==> src/rtl/fsm_pkg.sv <==
// Shared constants and helpers for the modulo-N counter family.
package fsm_pkg;

  localparam logic DIR_UP    = 1'b1;
  localparam logic DIR_DN    = 1'b0;
  localparam logic MODE_WRAP = 1'b0;
  localparam logic MODE_SAT  = 1'b1;

  // Out-of-range load values snap to the top legal state.
  function automatic int unsigned clamp(input int unsigned v, input int unsigned m);
    return (v >= m) ? m - 1 : v;
  endfunction

endpackage

==> src/rtl/mod_n_next.sv <==
// Combinational next-state function for the modulo-N counter: load > count > hold.
module mod_n_next
  import fsm_pkg::*;
#(
  parameter int WIDTH   = 3,
  parameter int MODULUS = 8
) (
  input  logic [WIDTH-1:0] state,
  input  logic             up,
  input  logic             sat,
  input  logic             load,
  input  logic [WIDTH-1:0] load_val,
  input  logic             en,
  output logic [WIDTH-1:0] nxt,
  output logic             at_term,
  output logic             ovf_set
);

  localparam logic [WIDTH-1:0] MAXV = WIDTH'(MODULUS - 1);

  always_comb begin
    at_term = (up == DIR_UP) ? (state == MAXV) : (state == '0);
    nxt     = state;
    ovf_set = 1'b0;
    if (load) begin
      nxt = WIDTH'(clamp(32'(load_val), 32'(MODULUS)));
    end else if (en) begin
      if (!at_term)
        nxt = (up == DIR_UP) ? state + WIDTH'(1) : state - WIDTH'(1);
      else if (sat == MODE_SAT)
        ovf_set = 1'b1;
      else
        // wrap stays inside 0..MODULUS-1, not 0..2^WIDTH-1
        nxt = (up == DIR_UP) ? '0 : MAXV;
    end
  end

endmodule

==> src/rtl/mod_n_counter_fsm.sv <==
// Modulo-N up/down counter with load, wrap/saturate mode, sticky overflow and cascade carry.
module mod_n_counter_fsm
  import fsm_pkg::*;
#(
  parameter int WIDTH   = 3,
  parameter int MODULUS = 8
) (
  input  logic             clk,
  input  logic             reset,
  input  logic             en,
  input  logic             up,
  input  logic             sat,
  input  logic             load,
  input  logic [WIDTH-1:0] load_val,
  output logic [WIDTH-1:0] state,
  output logic             cout,
  output logic             ovf
);

  logic [WIDTH-1:0] nxt;
  logic             at_term;
  logic             ovf_set;

  always_ff @(posedge clk or negedge reset) begin
    if (!reset) begin
      state <= '0;
      ovf   <= 1'b0;
    end else begin
      state <= nxt;
      if (load)         ovf <= 1'b0;
      else if (ovf_set) ovf <= 1'b1;
    end
  end

  mod_n_next #(.WIDTH(WIDTH), .MODULUS(MODULUS)) u_next (
    .state    (state),
    .up       (up),
    .sat      (sat),
    .load     (load),
    .load_val (load_val),
    .en       (en),
    .nxt      (nxt),
    .at_term  (at_term),
    .ovf_set  (ovf_set)
  );

  // Reset also gates cout: state=0 with up=0 would otherwise look terminal.
  always_comb begin
    cout = reset & en & ~load & at_term;
  end

endmodule

==> config.mk <==
export PLATFORM = sky130hd
export DESIGN_NAME = mod_n_counter_fsm
export DESIGN_NICKNAME = d
export VERILOG_FILES = /design/src/rtl/fsm_pkg.sv /design/src/rtl/mod_n_next.sv /design/src/rtl/mod_n_counter_fsm.sv
export SDC_FILE = /design/constraint.sdc
export NUM_CORES = 1
export LEC_CHECK = 0
export CAP_MARGIN = 20
export CORE_AREA = 8 8 45 47
export CTS_BUF_LIST = sky130_fd_sc_hd__clkbuf_8
export DETAILED_ROUTE_END_ITERATION = 10
export DIE_AREA = 0 0 53 55
export PLACE_DENSITY = 0.52
export SKIP_LAST_GASP = 1
export SLEW_MARGIN = 20
export SYNTH_ARGS = -nofsm -noshare
export SYNTH_HDL_FRONTEND = slang
export SYNTH_SLANG_ARGS = --single-unit
==> constraint.sdc <==
create_clock -name clk -period 2.5 [get_ports clk]
set_clock_uncertainty 0.2 [all_clocks]
set_input_delay 0.375 -clock clk [delete_from_list [all_inputs] [get_ports clk]]
set_output_delay 0.375 -clock clk [all_outputs]
set_load 0.02 [all_outputs]
==> results.md <==
- Register area: 100 um2
- Hold Crit Class: in -> async
- Final setup fails: 0
- Synthesized area per cell: 9.16 um2
- Routed WL: 994 um
- F_max: 0.426 GHz
- Crit path time final: 2350 ps
- PortBufs: 13
- Fraction of registers with async set/reset: 100%
- Worst-margin pin slew: 314 ps
- Mux contribution to synthesized area: 0%
- Crit path DAT: 2250 ps
- Vias/cell: 5.10
- Initial core utilization: 27.1%
- H-tree lvl count: 1
- Mapped cell area: 375 um2
- Finished Core Util: 43.6%
- # rows: 14
- Crit path cell chain: clkdlybuf4s50_1 -> buf_4 -> inv_1 -> fa_1 -> xor2_1 -> o211a_1 -> o2111ai_1 -> a22o_1
- Commonest non-fill, non-tap cells in the layout: clkdlybuf4s50_1, buf_4, inv_1, a21oi_1, dfrtp_1
- Final #Nets: 75
- Initial antenna violation count: 0
- R2R setup slack: 510 ps
- Post-route clock period utilization: 94.0%
- Post-Synth Simple-Gate Area: 25.7%
- Seq/Total Area, Yosys: 26.7%
- Postcts setup bufs: 0
- Layout cells sized above 1: 20.6%
- Latest clock arrival within the worst-skew pair: 220 ps
- Hold Buf Count CTS: 0
- Min Hold Slack: 250 ps
- Post-synthesis adder-cell area fraction: 5.33%
- #FFs+latches synth: 4
- Library cells used by synthesis: 30
- # clock sinks: 4
- Power per cell area: 558 nW/um2
- ANT nets after route: 0
- First-pass GRT wire length: 1.62 mm
- DR pass1 iterations: 4
- Cell family with most CP delay: buffers and inverters
- Leakage: 0.256 nW
- Ports placed on the boundary: 14
- Commonest non-fill, non-tap cell in the layout: clkdlybuf4s50_1
- Critical path class: in -> reg
- Buf/Inv on CP: 3
- CP Depth: 8
- Max incr delay on CP: 520 ps
- Die area: 2920 um2
- Top post-synthesis cells by area: dfrtp_1, buf_6, a21oi_1
- Compound-Gate Fraction of Synth Area: 28.0%
- Gr usage total: 7.61%
- Max-cap violations: 0
- Root Buffer: clkbuf_8
- RSZ-0062 raised after global routing: false
- Wire per inst: 12.6 um
- CTS tree: built
- Reg2Reg Launch Point: state[0]
- Fin Setup TNS: 0 ps
- Hpwl dp: 808 um
- EDFF count, synth: 0
- Most used DFF post-synth: dfrtp_1
- DR iter-0 viols: 10
- Die height: 55 um
- Post-synth top area cell: dfrtp_1
- Vias in the first global route: 382
- Die Span X: 53 um
- Core footprint: 1380 um2
- Fin. max-slew vios: 0
- Max FO, Critical Path: 8
- Worst-path clk slew: 30 ps
- Filler Cell Count: 151
- Worst path required time: 2400 ps
- Routed vias: 403
- Syn Nets: 51
- CP max-delay cell: clkdlybuf4s50_1
- XOR/XNOR Fraction of Synth Area: 2.33%
- Yosys top cell area share: 26.7%
- Final routed DRC violation total: 0
- FF-to-FF path depth: 6
- Post-Syn Instances: 41
- Max-slew headroom: 78.9%
- Grt ovf: 0
- Final Hold Fails: 0
- Clock buffer depth: 2
- YS warnings: 0
- R2R Path End: state[2]
- Largest family of logic cells by synthesized area: compound AO/OA/AOI/OAI gates
- Max IR drop VDD: 0.289 mV
- Multi-input gate area: 230 um2
- Crit start category: input port
- Largest net degree at the start of global routing: 9
- Outcome: completed
- Inserted Clock Buffers: 3
- Area Growth Syn to Fin: 60.7%
- CP Capture Type: flip-flop
- RePlAce Congestion: 0.768
- Antenna cells: 0
-- synth_stat cells, types with 2 or more instances --
cell type	count
nand2b_1	2
inv_1	4
dfrtp_1	4
a21oi_1	4
buf_6	2
-- where the power goes --
| group | internal, mW | leakage (nW) | switching, mW | total, mW |
|---|---|---|---|---|
| Combinational | 0.0664 | 0.186 | 0.0566 | 0.123 |
| Sequential | 0.0724 | 0.0483 | 0.00667 | 0.0791 |
| Clock | 0.102 | 0.0216 | 0.0317 | 0.134 |
| Total | 0.241 | 0.256 | 0.0950 | 0.336 |
-- flip-flops by register name, indices dropped and copies added (netlist names) --
register  flops
state         3
ovf           1
-- metal layers --
layer	wire length, um	global-route usage, %
met3	27	1.87
met2	497	11.3
met4	21	7.76
met1	447	8.56
met5	0	0
-- worst max-delay path by stage --
stage                         from  endpoint  slack [ps]
after floorplan           state[2]      cout         400
after global placement          up      cout        -130
after detailed placement        up      cout        -150
after CTS                       up      cout         130
after global routing            up  state[2]          40
final                           up  state[2]         150
-- cells by family after synthesis --
family	after synthesis
AO/OA/AOI/OAI	15
AND/OR/NAND/NOR	13
buffers and inverters	7
flip-flops	4
XOR/XNOR	1
adder cells (fa/ha/maj)	1
-- through the flow --
step | setup WS [ps] | instances | cell area (um2) | power [mW]
finish | 151 | 79 | 603 | 0.336
global route | 41.6 | 79 | 603 | 0.358
CTS | 129 | 79 | 603 | 0.340
detailed placement | -153 | 76 | 563 | 0.202
global placement | -132 | 76 | 563 | 0.202
floorplan | 395 | 41 | 375 | 0.150
-- what timing repair did --
action	CTS	global route
setup endpoints to repair	1	0
resized for setup	1	0
hold endpoints to repair	0	0
-- area by class of cell --
type                    count  area share (%)
multi-input cells          30            38.2
inverters                   4            2.49
flip-flops and latches      4            16.6
repair buffers             22            32.6
well taps                  16            3.32
clock buffers               3            6.85
No activity file was read; power rests on OpenSTA's default activity.
